[src/rtl/ltc2308_responder.sv]
// LTC2308 serial-side responder: converts on CONVST, shifts the result out on SDO
// and captures the config word from SDI. All pins are resynchronized into clk.
module ltc2308_responder #(
  parameter int W           = 12,
  parameter int CFG_BITS    = 6,
  parameter int CONV_CYCLES = 64
) (
  input  logic                clk,
  input  logic                rst,
  input  logic                convst,
  input  logic                sck,
  input  logic                sdi,
  output logic                sdo,
  input  logic [W-1:0]        sample_in,
  output logic [2:0]          ch_sel,
  output logic [CFG_BITS-1:0] cfg_out,
  output logic                busy,
  output logic                frame_done,
  output logic                err
);

  localparam int CW = $clog2(W + 1);
  localparam int KW = $clog2(CONV_CYCLES);
  localparam logic [KW-1:0] CONV_LAST = KW'(CONV_CYCLES - 1);
  localparam logic [CW-1:0] BIT_LAST  = CW'(W - 1);
  localparam logic [CW-1:0] CFG_FULL  = CW'(CFG_BITS);

  typedef enum logic [1:0] {
    S_IDLE,
    S_CONVERT,
    S_HOLD,
    S_SHIFT
  } state_t;

  // [0],[1] form the synchronizer; [2] is the previous synced value for edge detect
  logic [2:0] convst_q;
  logic [2:0] sck_q;
  logic [1:0] sdi_q;

  state_t                state_q, state_d;
  logic [W-1:0]          dout_q, dout_d;
  logic [KW-1:0]         conv_cnt_q, conv_cnt_d;
  logic [CW-1:0]         bit_cnt_q, bit_cnt_d;
  logic [CW-1:0]         rx_cnt_q, rx_cnt_d;
  logic [CFG_BITS-1:0]   cfg_sh_q, cfg_sh_d;
  logic [CFG_BITS-1:0]   cfg_q, cfg_d;
  logic                  sdo_q, sdo_d;
  logic                  busy_q, busy_d;
  logic                  done_q, done_d;
  logic                  err_q, err_d;

  logic convst_s, conv_rise, conv_fall;
  logic sck_rise, sck_fall;
  logic sdi_s;

  assign convst_s  = convst_q[1];
  assign conv_rise = convst_q[1] & ~convst_q[2];
  assign conv_fall = ~convst_q[1] & convst_q[2];
  assign sck_rise  = sck_q[1] & ~sck_q[2];
  assign sck_fall  = ~sck_q[1] & sck_q[2];
  assign sdi_s     = sdi_q[1];

  always_ff @(posedge clk or negedge rst) begin
    if (!rst) begin
      convst_q <= '0;
      sck_q    <= '0;
      sdi_q    <= '0;
    end else begin
      convst_q <= {convst_q[1:0], convst};
      sck_q    <= {sck_q[1:0], sck};
      sdi_q    <= {sdi_q[0], sdi};
    end
  end

  always_ff @(posedge clk or negedge rst) begin
    if (!rst) begin
      state_q    <= S_IDLE;
      dout_q     <= '0;
      conv_cnt_q <= '0;
      bit_cnt_q  <= '0;
      rx_cnt_q   <= '0;
      cfg_sh_q   <= '0;
      cfg_q      <= '0;
      sdo_q      <= 1'b0;
      busy_q     <= 1'b0;
      done_q     <= 1'b0;
      err_q      <= 1'b0;
    end else begin
      state_q    <= state_d;
      dout_q     <= dout_d;
      conv_cnt_q <= conv_cnt_d;
      bit_cnt_q  <= bit_cnt_d;
      rx_cnt_q   <= rx_cnt_d;
      cfg_sh_q   <= cfg_sh_d;
      cfg_q      <= cfg_d;
      sdo_q      <= sdo_d;
      busy_q     <= busy_d;
      done_q     <= done_d;
      err_q      <= err_d;
    end
  end

  always_comb begin
    state_d    = state_q;
    dout_d     = dout_q;
    conv_cnt_d = conv_cnt_q;
    bit_cnt_d  = bit_cnt_q;
    rx_cnt_d   = rx_cnt_q;
    cfg_sh_d   = cfg_sh_q;
    cfg_d      = cfg_q;
    sdo_d      = sdo_q;
    busy_d     = busy_q;
    done_d     = 1'b0;
    err_d      = err_q;

    case (state_q)
      S_IDLE: begin
        sdo_d = 1'b0;
        if (conv_rise) begin
          dout_d     = sample_in;
          conv_cnt_d = '0;
          busy_d     = 1'b1;
          state_d    = S_CONVERT;
        end
      end

      S_CONVERT: begin
        if (sck_rise || sck_fall) begin
          err_d = 1'b1;
        end
        if (conv_cnt_q == CONV_LAST) begin
          busy_d = 1'b0;
          if (convst_s) begin
            sdo_d   = 1'b0;
            state_d = S_HOLD;
          end else begin
            sdo_d     = dout_q[W-1];
            bit_cnt_d = '0;
            rx_cnt_d  = '0;
            state_d   = S_SHIFT;
          end
        end else begin
          conv_cnt_d = conv_cnt_q + 1'b1;
        end
      end

      S_HOLD: begin
        sdo_d = 1'b0;
        if (conv_fall) begin
          sdo_d     = dout_q[W-1];
          bit_cnt_d = '0;
          rx_cnt_d  = '0;
          state_d   = S_SHIFT;
        end
      end

      S_SHIFT: begin
        // A new conversion request outranks a coincident sck fall
        if (conv_rise) begin
          dout_d     = sample_in;
          conv_cnt_d = '0;
          busy_d     = 1'b1;
          sdo_d      = 1'b0;
          state_d    = S_CONVERT;
        end else if (sck_rise) begin
          if (rx_cnt_q < CFG_FULL) begin
            cfg_sh_d = {cfg_sh_q[CFG_BITS-2:0], sdi_s};
            rx_cnt_d = rx_cnt_q + 1'b1;
          end
        end else if (sck_fall) begin
          if (bit_cnt_q == BIT_LAST) begin
            sdo_d   = 1'b0;
            done_d  = 1'b1;
            if (rx_cnt_q == CFG_FULL) begin
              cfg_d = cfg_sh_q;
            end
            state_d = S_IDLE;
          end else begin
            bit_cnt_d = bit_cnt_q + 1'b1;
            sdo_d     = dout_q[W-2];
            dout_d    = {dout_q[W-2:0], 1'b0};
          end
        end
      end

      default: state_d = S_IDLE;
    endcase
  end

  assign sdo        = sdo_q;
  assign cfg_out    = cfg_q;
  assign ch_sel     = cfg_q[4:2];
  assign busy       = busy_q;
  assign frame_done = done_q;
  assign err        = err_q;

endmodule

[config.mk]
export PLATFORM = sky130hd
export DESIGN_NAME = ltc2308_responder
export DESIGN_NICKNAME = d
export VERILOG_FILES = /design/src/rtl/ltc2308_responder.sv
export SDC_FILE = /design/constraint.sdc
export NUM_CORES = 1
export LEC_CHECK = 0
export CAP_MARGIN = 20
export CORE_UTILIZATION = 47
export CTS_CLUSTER_DIAMETER = 150
export DETAILED_ROUTE_END_ITERATION = 8
export PLACE_DENSITY = 0.76
export SYNTH_ARGS = -nofsm -noshare
export SYNTH_HDL_FRONTEND = slang
export SYNTH_SLANG_ARGS = --single-unit
[constraint.sdc]
create_clock -name clk -period 2.2 [get_ports clk]
set_input_delay 0.44 -clock clk [delete_from_list [all_inputs] [get_ports clk]]
set_output_delay 0.44 -clock clk [all_outputs]
set_load 0.05 [all_outputs]
---- After elaboration in Yosys (flattened, before gate mapping) ----
Index checks and enable logic that the tools add are counted.
word-level totals
  ROM bits ................................ 0
  bits of input ports ..................... 17
  RAM bits ................................ 0
  register bits ........................... 52
  bits in latches ......................... 0
  memories ................................ 0
  output and inout port bits .............. 13
operators by class
  shifts and indexed selects .............. 0
  order comparisons ....................... 1
  bitwise gates (word level) .............. 10
  $add $sub $neg .......................... 3
  eq/ne operators ......................... 22
  multipliers ............................. 0
  reduce and logical (&&, ||, !) cells .... 16
  divide/modulo/power cells ............... 0
  mux-type cells .......................... 46
operators with widths
  operator                                        count
  two-way mux 12 bit                              5
  two-way mux 4 bit                               10
  one-hot mux 12 bit (2 select lines)             1
  one-hot mux 4 bit (3 select lines)              2
  inequality test 2 bit (second input constant)   11
  two-way mux 1 bit                               15
  two-way mux 2 bit                               7
  two-way mux 6 bit                               2
  inequality test 3 bit (second input constant)   4
  one-hot mux 6 bit (2 select lines)              1
  AND reduction 6 bit                             2
  AND reduction 3 bit                             3
  adder 4 x 1 -> 4 bit (second input constant)    2
  one-hot mux 2 bit (4 select lines)              1
  AND reduction 8 bit                             1
  AND reduction 7 bit                             1
  adder 6 x 1 -> 6 bit (second input constant)    1
  == test 6 bit (second input constant)           1
  NOT 1 bit                                       6
  AND reduction 5 bit                             1
  bitwise AND 1 bit                               4
  == test 2 bit (second input constant)           2
  == test 4 x 3 -> 1 bit (second input constant)  1
  == test 4 bit (second input constant)           1
  12 further kinds                                13

---- Longest topological paths before layout ----
Gate-level depths: netlist of run 1.
  depth after elaboration ................. 6
  depth in mapped cells ................... 8
  mapped depth without buffers ............ 6

---- Worst setup path after synthesis of run 1 ----
Ideal clock, no wire load.
  kind .................................... register to register
  start point ............................. register state_q[0]
  end point ............................... register dout_q[1]
  required time ........................... 2,075 ps
  slack ................................... 393 ps
  arrival time ............................ 1,682 ps
  setup time .............................. 125 ps
  stages on the path, launching flop included .. 8
  buffers on the path ..................... 2
  period minus slack after synthesis ...... 1,807 ps
  cell sequence ........................... dfrtp_1 -> inv_1 -> ha_1 -> clkbuf_1 -> nand3b_1 -> a21oi_1 -> buf_4 -> mux2_2
between the ends
  word-level cells in the longest chain between the ends .. 3
RTL lines
  what                                                           RTL line  source
  start: declaration                                             40        state_t state_q, state_d;
  start signal: assignment                                       89        state_q <= state_d;
  == test 2 bit / zero test 2 bit (equally long branches)        116       case (state_q)
  inequality test 3 bit (no line), or another cell as far along  n/a
  AND reduction 5 bit (no line)                                  n/a
  end signal: assignment                                         90        dout_q <= dout_d;
  end: declaration                                               41        logic [W-1:0] dout_q, dout_d;
Parallel ways exist; a longest one is shown, timed or not.
A chain may end at the register's enable or synchronous reset.

---- Worst setup path after layout of run 1 ----
  start point ............................. register busy_q, in the netlist busy
  end point ............................... output busy
RTL lines
  what                      RTL line  source
  start: declaration        48        logic busy_q, busy_d;
  start signal: assignment  97        busy_q <= busy_d;
  end: declaration          17        output logic busy,
No word-level cell between the ends.

==> qor.yml, run 1 <==
die:
  ioPinCount: 30
  initial_utilization: 0.494
  core_sq_mm: 0.00520
  core.rowCount: 26
  design.die.area_sq_mm: 0.00578
  dieHeight_microns: 76
  die_w_microns: 76
synth:
  synth_edf_count: 0
  yosys_warnings: 0
  syn_area_per_cell_sq_um: 11.6
  synthArstFlopShare: 1.00
  synth-main-ff-cell: "dfrtp_1"
  seq_area_frac_synth: 0.506
  netlist_instances: 222
  synth_cell_types: 40
  netlist_area_sq_mm: 0.00257
  ys_seq_elements: 52
  syn_nets: 249
job:
  max_cap_violations: 0
sta:
  finalSetupViolations: 0
  setup_tns_ps: 0
  tightestPinTransition_ps: 575
  rsz0062_at_grt: "no"
  max_slew_margin: 0.610
  period_minus_slack_ps: 1950
  timing.fmax_ghz: 0.512
  finalMaxSlewViolations: 0
  hold_viol_final: 0
  min_period_over_period: 0.888
  clock_skew_ps: 7.23
final_layout:
  layout-area-overhead-vs-synth_pct: 19.4
  layout_common_cells: "52 x dfrtp_1, 35 x mux2_2, 28 x clkdlybuf4s50_1"
  fill_cells: 442
  drive_above_1_share: 0.227
  nNetsFinal: 282
  diodes: 0
  layout_commonest_cell: "dfrtp_1"
setup_path:
  r2r_start: "sck_q[1]"
  path_class: "reg2out"
  cp_num_buf_inv: 1
  critPathTopFamily: "buffers and inverters"
  cp.arrival_ps: 1510
  crit_fanout: 3
  regToRegSetupSlack_ps: 310
  cpMaxStageDelayCell: "clkdlybuf4s50_1"
  r2r_end: "cfg_out[5]"
  worstSetupStartpointType: "flop"
  worst_ep_required_time_ps: 1760
  path_cells: "clkdlybuf4s50_1"
  critical_path.max_stage_delay_ps: 810
  crit_path_start: "busy"
  rr_worst_depth: 4
  worst_setup_path_end_kind: "output pin"
detailed_routing:
  via_per_inst: 5.51
  wl_per_cell_microns: 13.9
  final_antenna_net_count: 0
  drtIter0Drc: 146
  drt_wl_total_mm: 4.52
  vias: 1795
  drc: 0
  drt_pass1_iterations: 4
placement:
  io_buffers: 29
  gp_congestion: 0.852
  post-dp-hpwl_mm: 3.20
clock_tree:
  insertion_delay_ps: 310
  cts_tree: "done"
  htreeDepth: 2
  ctsResizeCount: 0
  clkSlewWorstSetupHoldPaths_ps: 90
  post-cts-setup-buffers: 0
  root_buffer: "clkbuf_8"
  cts_sinks: 52
  cts_hold_buffers: 0
  cts_made_buffers: 5
  clockBufferDepth: 2
power:
  switchingPower_mw: 1.17
  comb_power_share: 0.394
  power_density_mw_per_mm2: 1090
  ir_drop_v: 0.000689
  power_switching_share: 0.351
  seqPwrFrac: 0.403
  power.leakage_nw: 1.36
  clockPowerShare: 0.203
  power_mw: 3.34
  internal-power_mw: 2.17
global_routing:
  grt_usage: 0.176
  grt_first_pass_wirelength_mm: 8.06
  grt_remaining_overflow: 0
  grt_max_degree: 29
  grt_pass1_vias: 1728
  antenna_found_initial: 0
status:
  status: "complete, no violations"
worst_hold_path:
  min_path_type: "in2async"
## worst max path at each step
stage	slack, ps	to	depth (start not counted)
6_report	250	busy	1
5_1_grt	140	state_q[0]	5
4_1_cts	230	busy	1
3_5_place_dp	290	cfg_out[5]	4
3_3_place_gp	330	cfg_out[2]	4
2_1_floorplan	390	dout_q[1]	7
## logic make-up after synthesis
kind of cell    after synthesis  share of synthesized area
simple gates                 62                      0.142
flops                        52                      0.506
compound gates               38                     0.0982
mux                          38                      0.165
buf+inv                      22                     0.0408
fa+ha+maj                    10                     0.0486
## state kept, by name (all words and copies together) (netlist names)
| name | count |
|---|---|
| bit_cnt_q | 4 |
| busy | 1 |
| cfg_out | 6 |
| cfg_sh_q | 6 |
| conv_cnt_q | 6 |
| convst_q | 3 |
| dout_q | 12 |
| err | 1 |
| frame_done | 1 |
| rx_cnt_q | 4 |
| sck_q | 3 |
| sdi_q | 2 |
| sdo | 1 |
| state_q | 2 |
## routing by layer
layer	part of all wire	track usage
met1	0.44	0.231
met2	0.50	0.292
met3	0.044	0.0323
met4	0.016	0.0673
met5	0	0
## cell type report
class / instances / area, sq um / area share
repair buffers: 36 / 350 / 0.114
flip-flops and latches: 52 / 1300 / 0.423
multi-input cells: 148 / 1170 / 0.380
inverters: 12 / 45.0 / 0.0147
well taps: 70 / 87.6 / 0.0285
clock buffers: 6 / 82.6 / 0.0269
clock inverters: 2 / 38.8 / 0.0126
## metrics by stage
stage / cell area (sq um) / hold slack (ps) / setup slack, ps / util / instances
global placement: 2950 / 336 / 331 / 0.567 / 318
CTS: 3070 / 136 / 233 / 0.590 / 326
floorplan: 2570 / 144 / 393 / - / 222
detailed placement: 2950 / 338 / 292 / 0.567 / 318
finish: 3070 / 120 / 247 / 0.590 / 326
global route: 3070 / 161 / 144 / 0.590 / 326
## cells in the mapped netlist, types with 3 or more instances
library cell	count	area, sq um
nand3_1	11	55.1
nand2b_1	7	43.8
nor2_1	5	18.8
or3b_2	3	26.3
buf_2	3	15.0
mux2_2	35	394
nand4_1	4	25.0
nor3_1	5	25.0
o21ai_0	12	60.1
mux2i_1	3	30.0
buf_4	5	37.5
nand2_1	10	37.5
nand3b_1	3	22.5
a21oi_1	6	30.0
inv_1	12	45.0
o211ai_1	4	30.0
ha_1	10	125
a211o_1	3	26.3
dfrtp_1	52	1300
## power by group through the flow
stage | Clock, mW | Combinational [mW] | Sequential (mW)
2_1_floorplan | 0 | 0.947 | 1.36
3_3_place_gp | 0 | 1.28 | 1.35
3_5_place_dp | 0 | 1.32 | 1.37
4_1_cts | 0.701 | 1.33 | 1.35
5_1_grt | 0.738 | 1.47 | 1.38
6_report | 0.680 | 1.32 | 1.35
Power figures use the tool's default switching activity.
==> run 2, diff against run 1 <==
--- a/config.mk
+++ b/config.mk
@@ -7,6 +7,7 @@
 export LEC_CHECK = 0
 export CAP_MARGIN = 20
 export CORE_UTILIZATION = 47
+export CTS_BUF_LIST = sky130_fd_sc_hd__clkbuf_2 sky130_fd_sc_hd__clkbuf_4 sky130_fd_sc_hd__clkbuf_8
 export CTS_CLUSTER_DIAMETER = 150
 export DETAILED_ROUTE_END_ITERATION = 8
 export PLACE_DENSITY = 0.76
==> constraint.sdc (replaced) <==
create_clock -name clk -period 1.81 [get_ports clk]
set_input_delay 0.362 -clock clk [delete_from_list [all_inputs] [get_ports clk]]
set_output_delay 0.362 -clock clk [all_outputs]
set_load 0.05 [all_outputs]
==> run 2 against run 1 <==
- final cell count increased by 4.6%
- count of clock-buffer cells in the layout decreased by 1
- global-route usage increased by 0.29 points
- final area increased by 5.9%
- sequential share of layout area decreased by 2.3 points
- non-clock buffer count increased by 15
- clock skew about the same
- worst hold slack got worse by 97 ps
- via count increased by 2.2%
- first-iteration DRC count decreased by 64%
- register-to-register slack got worse by 280 ps
- largest cell class unchanged
==> qor.yml, run 2 (synthesis results as in run 1) <==
final_layout:
  nNetsFinal: 297
  largest_register_ffs: 12
  utilization: 0.625
  layout_commonest_cell: "dfrtp_1"
  layout_common_cells: "52 x dfrtp_1, 30 x buf_4, 24 x mux2_2"
  drive_above_1_share: 0.369
  layout-area-overhead-vs-synth_pct: 26.4
  top_register: "dout_q"
  diodes: 0
  stdcell_count: 341
setup_path:
  worst_ep_required_time_ps: 2030
  rr_worst_depth: 7
  cpMaxStageDelayCell: "or3b_2"
  endpoint: "bit_cnt_q[0]"
  cp.arrival_ps: 2000
  regToRegSetupSlack_ps: 30
  crit_path_start: "sck_q[1]"
  worst_setup_path_end_kind: "flop"
  critical_path.max_stage_delay_ps: 450
  worstSetupStartpointType: "flop"
  path_class: "reg2reg"
  crit_fanout: 4
  r2r_end: "bit_cnt_q[0]"
  r2r_start: "sck_q[1]"
  path_cells: "buf_4 > ha_4 > nor2b_4 > buf_4 > nand3_2 > or3b_2 > o211ai_1"
  cpMostUsedCell: "buf_4"
sta:
  min_period_over_period: 0.984
  setup_ws_ps: 29.8
  hold_viol_final: 0
  rsz0062_at_grt: "yes"
  finalMaxSlewViolations: 0
  max_slew_margin: 0.785
  tightestPinTransition_ps: 319
  finalSetupViolations: 0
  clock_skew_ps: 7.07
  period_minus_slack_ps: 1780
  timing.fmax_ghz: 0.562
power:
  power_density_mw_per_mm2: 1310
  ir_drop_v: 0.000862
  power.leakage_nw: 1.49
status:
  status: "complete, no violations"
detailed_routing:
  drtIter0Drc: 52
  drt_pass1_iterations: 4
  final_antenna_net_count: 0
  vias: 1834
  drt_wl_total_mm: 4.85
  wl_per_cell_microns: 14.2
  via_per_inst: 5.38
  drc: 0
die:
  die_w_microns: 76
  ioPinCount: 30
  core.rowCount: 26
  dieHeight_microns: 76
  initial_utilization: 0.494
  design.die.area_sq_mm: 0.00578
  core_sq_mm: 0.00520
clock_tree:
  cts_made_buffers: 5
  cts_sinks: 52
  htreeDepth: 2
  clockBufferDepth: 2
  insertion_delay_ps: 310
  cts_tree: "done"
  root_buffer: "clkbuf_8"
  clkSlewWorstSetupHoldPaths_ps: 100
global_routing:
  grt_first_pass_wirelength_mm: 8.28
  grt_remaining_overflow: 0
  grt_usage: 0.179
  antenna_found_initial: 0
  grt_max_degree: 53
  grt_pass1_vias: 1769
placement:
  place_ws_ps: -37.0
  post-dp-hpwl_mm: 3.37
  placedCellCount: 331
  io_buffers: 29
  gp_congestion: 0.824
job:
  max_cap_violations: 0
worst_hold_path:
  min_path_type: "in2async"
[run 2: worst min-delay path by stage]
stage | slack (ps) | endpoint
2_1_floorplan | 70 | bit_cnt_q[0]
3_3_place_gp | 330 | sdi_q[1]
3_5_place_dp | 340 | convst_q[1]
4_1_cts | 30 | cfg_sh_q[5]
5_1_grt | 50 | cfg_sh_q[5]
6_report | 20 | rx_cnt_q[2]
[run 2: where the power goes]
| part | switching [mW] | internal [mW] |
|---|---|---|
| logic | 0.937 | 1.00 |
| clock network | 0.415 | 0.283 |
| registers | 0.187 | 1.45 |
[run 2: cell type report]
cell class,count,area (sq um)
Clock buffer,5,68.8
Sequential cell,52,1300
Fill cell,422,1950
Tap cell,70,87.6
Multi-Input combinational cell,148,1270
Clock inverter,3,26.3
Inverter,12,45.0
Timing Repair Buffer,51,454
[run 2: critical path: cells and delay by family (launching register included)]
kind | cells | cell delay, ps
buf+inv | 2 | 260
compound gates | 1 | 210
simple gates | 3 | 660
flops | 1 | 380
fa+ha+maj | 1 | 170
[run 2: through the flow]
| stage | area [sq um] | setup TNS (ps) | hold slack (ps) | power (mW) |
|---|---|---|---|---|
| floorplan | 2570 | 0 | 66.4 | 2.80 |
| CTS | 3130 | 0 | 26.4 | 4.11 |
| global placement | 3030 | 0 | 334 | 3.36 |
| global route | 3250 | -134 | 49.9 | 4.57 |
| finish | 3250 | 0 | 22.9 | 4.27 |
| detailed placement | 3030 | -37.0 | 337 | 3.41 |
[run 2: repair_timing]
| item | CTS | global route |
|---|---|---|
| setup endpoints to repair | 12 | 32 |
| setup buffers | 0 | 2 |
| gates cloned | 0 | 0 |
| resized for setup | 1 | 30 |
| hold buffers | 0 | 0 |
| pin swaps | 0 | 3 |
[run 2: metal layers]
metal,routed length [microns],part of all wire,up-vias,track usage
met2,2330,0.48,39,0.278
met4,83,0.017,0,0.0712
met3,178,0.037,8,0.0383
met5,0,0,-,0
li1,-,-,890,-
met1,2260,0.47,897,0.246
==> run 3, diff against run 2 <==
--- a/config.mk
+++ b/config.mk
@@ -10,7 +10,9 @@
 export CTS_BUF_LIST = sky130_fd_sc_hd__clkbuf_2 sky130_fd_sc_hd__clkbuf_4 sky130_fd_sc_hd__clkbuf_8
 export CTS_CLUSTER_DIAMETER = 150
 export DETAILED_ROUTE_END_ITERATION = 8
+export MAX_ROUTING_LAYER = met4
 export PLACE_DENSITY = 0.76
+export REMOVE_ABC_BUFFERS = 1
 export SYNTH_ARGS = -nofsm -noshare
 export SYNTH_HDL_FRONTEND = slang
 export SYNTH_SLANG_ARGS = --single-unit
==> run 3 against run 2 <==
- the run now ends with negative setup slack left
- count of clock-buffer cells in the layout rose by 1
- critical path type unchanged
- combinational power barely moved
- clock power rose by 22%
- via count rose by 2.3%
- routed wire length rose by 5.5%
- utilization rose by 0.14 points
- critical path depth fell by 2
- worst hold slack improved by 6.6 ps
- non-clock buffer count rose by 2
- final cell count rose by 0.59%
- final area rose by 0.23%
==> qor.yml, run 3 (synthesis results as in run 1) <==
sta:
  setup_tns_ps: -31.2
  timing.hold.ws_ps: 29.5
  max_slew_margin: 0.756
  hold_viol_final: 0
  clock_skew_ps: 9.14
  finalMaxSlewViolations: 0
  period_minus_slack_ps: 1820
  timing.fmax_ghz: 0.549
  rsz0062_at_grt: "yes"
  finalSetupViolations: 4
  min_period_over_period: 1.01
  setup_ws_ps: -12.1
  tightestPinTransition_ps: 367
detailed_routing:
  final_antenna_net_count: 0
  drc: 0
  vias: 1876
  drtIter0Drc: 82
  drt_wl_total_mm: 5.11
  via_per_inst: 5.47
  wl_per_cell_microns: 14.9
  drt_pass1_iterations: 4
final_layout:
  utilization: 0.626
  top_register: "dout_q"
  fill_cells: 403
  layout_common_cells: "52 x dfrtp_1, 34 x buf_4, 30 x mux2_2"
  seqCellArea_sq_mm: 0.00130
  largest_register_ffs: 12
  stdcell_count: 343
  layout_commonest_cell: "dfrtp_1"
  layout-area-overhead-vs-synth_pct: 26.7
  stdcell_area_sq_mm: 0.00326
  nNetsFinal: 299
  diodes: 0
  multi_input_area_sq_mm: 0.00125
  drive_above_1_share: 0.374
setup_path:
  cp.arrival_ps: 2020
  worst_setup_path_end_kind: "flop"
  regToRegSetupSlack_ps: -10
  rr_worst_depth: 5
  r2r_start: "sck_q[1]"
  path_class: "reg2reg"
  worst_ep_required_time_ps: 2010
  r2r_end: "cfg_out[3]"
  crit_fanout: 6
  worstSetupStartpointType: "flop"
clock_tree:
  root_buffer: "clkbuf_8"
  cts_hold_buffers: 0
  clkSlewWorstSetupHoldPaths_ps: 90
  htreeDepth: 2
  cts_made_buffers: 5
  clockBufferDepth: 2
  cts_tree: "done"
  cts_sinks: 52
  insertion_delay_ps: 310
power:
  power_switching_share: 0.351
  power_mw: 4.42
  internal-power_mw: 2.87
  power_density_mw_per_mm2: 1360
  power.leakage_nw: 1.49
  clockPowerShare: 0.192
  seqPwrFrac: 0.370
  comb_power_share: 0.437
  ir_drop_v: 0.000667
  switchingPower_mw: 1.55
status:
  violations: "negative setup slack"
  status: "finished with violations"
global_routing:
  grt_pass1_vias: 1812
  antenna_found_initial: 0
  grt_first_pass_wirelength_mm: 8.38
  grt_max_degree: 53
  grt_remaining_overflow: 0
  grt_usage: 0.186
die:
  ioPinCount: 30
  core_sq_mm: 0.00520
  initial_utilization: 0.494
  dieHeight_microns: 76
  die_w_microns: 76
  core.rowCount: 26
  design.die.area_sq_mm: 0.00578
placement:
  post-dp-hpwl_mm: 3.40
  place_area_sq_mm: 0.00299
  gp_congestion: 0.808
  place_ws_ps: -18.3
  io_buffers: 29
  placedCellCount: 327
worst_hold_path:
  min_path_type: "in2async"
job:
  max_cap_violations: 0
[run 3: cell types whose count changed in the layout (fill, tap and decap cells not counted), sizes merged]
| cell | delta |
|---|---|
| buf | +2 |
| bufinv | +1 |
| clkbuf | +1 |
| inv | -1 |
| clkinv | -1 |
[run 3: power groups by stage]
stage / combinational [mW] / sequential (mW) / clock, mW
after floorplan: 1.11 / 1.65 / 0
after global placement: 1.64 / 1.65 / 0
after detailed placement: 1.69 / 1.66 / 0
after CTS: 1.70 / 1.64 / 0.866
after global routing: 2.14 / 1.68 / 0.901
final: 1.93 / 1.64 / 0.849
[run 3: layout make-up]
cell class              count  share of cell area
flip-flops and latches     52               0.399
inverters                  12              0.0138
clock inverters             2              0.0119
multi-input cells         148               0.384
clock buffers               6              0.0253
repair buffers             53               0.139
well taps                  70              0.0269
[run 3: timing repair]
action	in CTS	in global routing
buffers inserted	1	6
setup endpoints to repair	14	36
gates cloned	0	1
pin swaps	0	3
endpoints found under the hold margin	0	0
gates resized for setup	2	27
[run 3: how the worst max path moves through the flow]
| stage | start | to | slack (ps) | cells after the start |
|---|---|---|---|---|
| global route | bit_cnt_q[0] | cfg_out[3] | -110 | 6 |
| global placement | sck_q[1] | cfg_out[5] | 30 | 5 |
| floorplan | state_q[0] | dout_q[10] | -270 | 4 |
| detailed placement | sck_q[1] | dout_q[2] | -20 | 7 |
| finish | sck_q[1] | cfg_out[3] | -10 | 5 |
| CTS | sck_q[2] | cfg_sh_q[0] | -5 | 6 |
[run 3: critical path: stages, from the launching register on]
cell and delay, ps:
dfrtp_1 400, ha_1 250, nand2b_2 250, nor4_4 280
buf_4 190, mux2_2 340
[run 3: metal layers]
layer | vias up | GRT usage | share of wire
met5 | - | - | 0
met4 | 0 | 0.0635 | 0.012
met3 | 6 | 0.0347 | 0.032
met2 | 29 | 0.295 | 0.50
met1 | 943 | 0.240 | 0.45
li1 | 898 | - | -
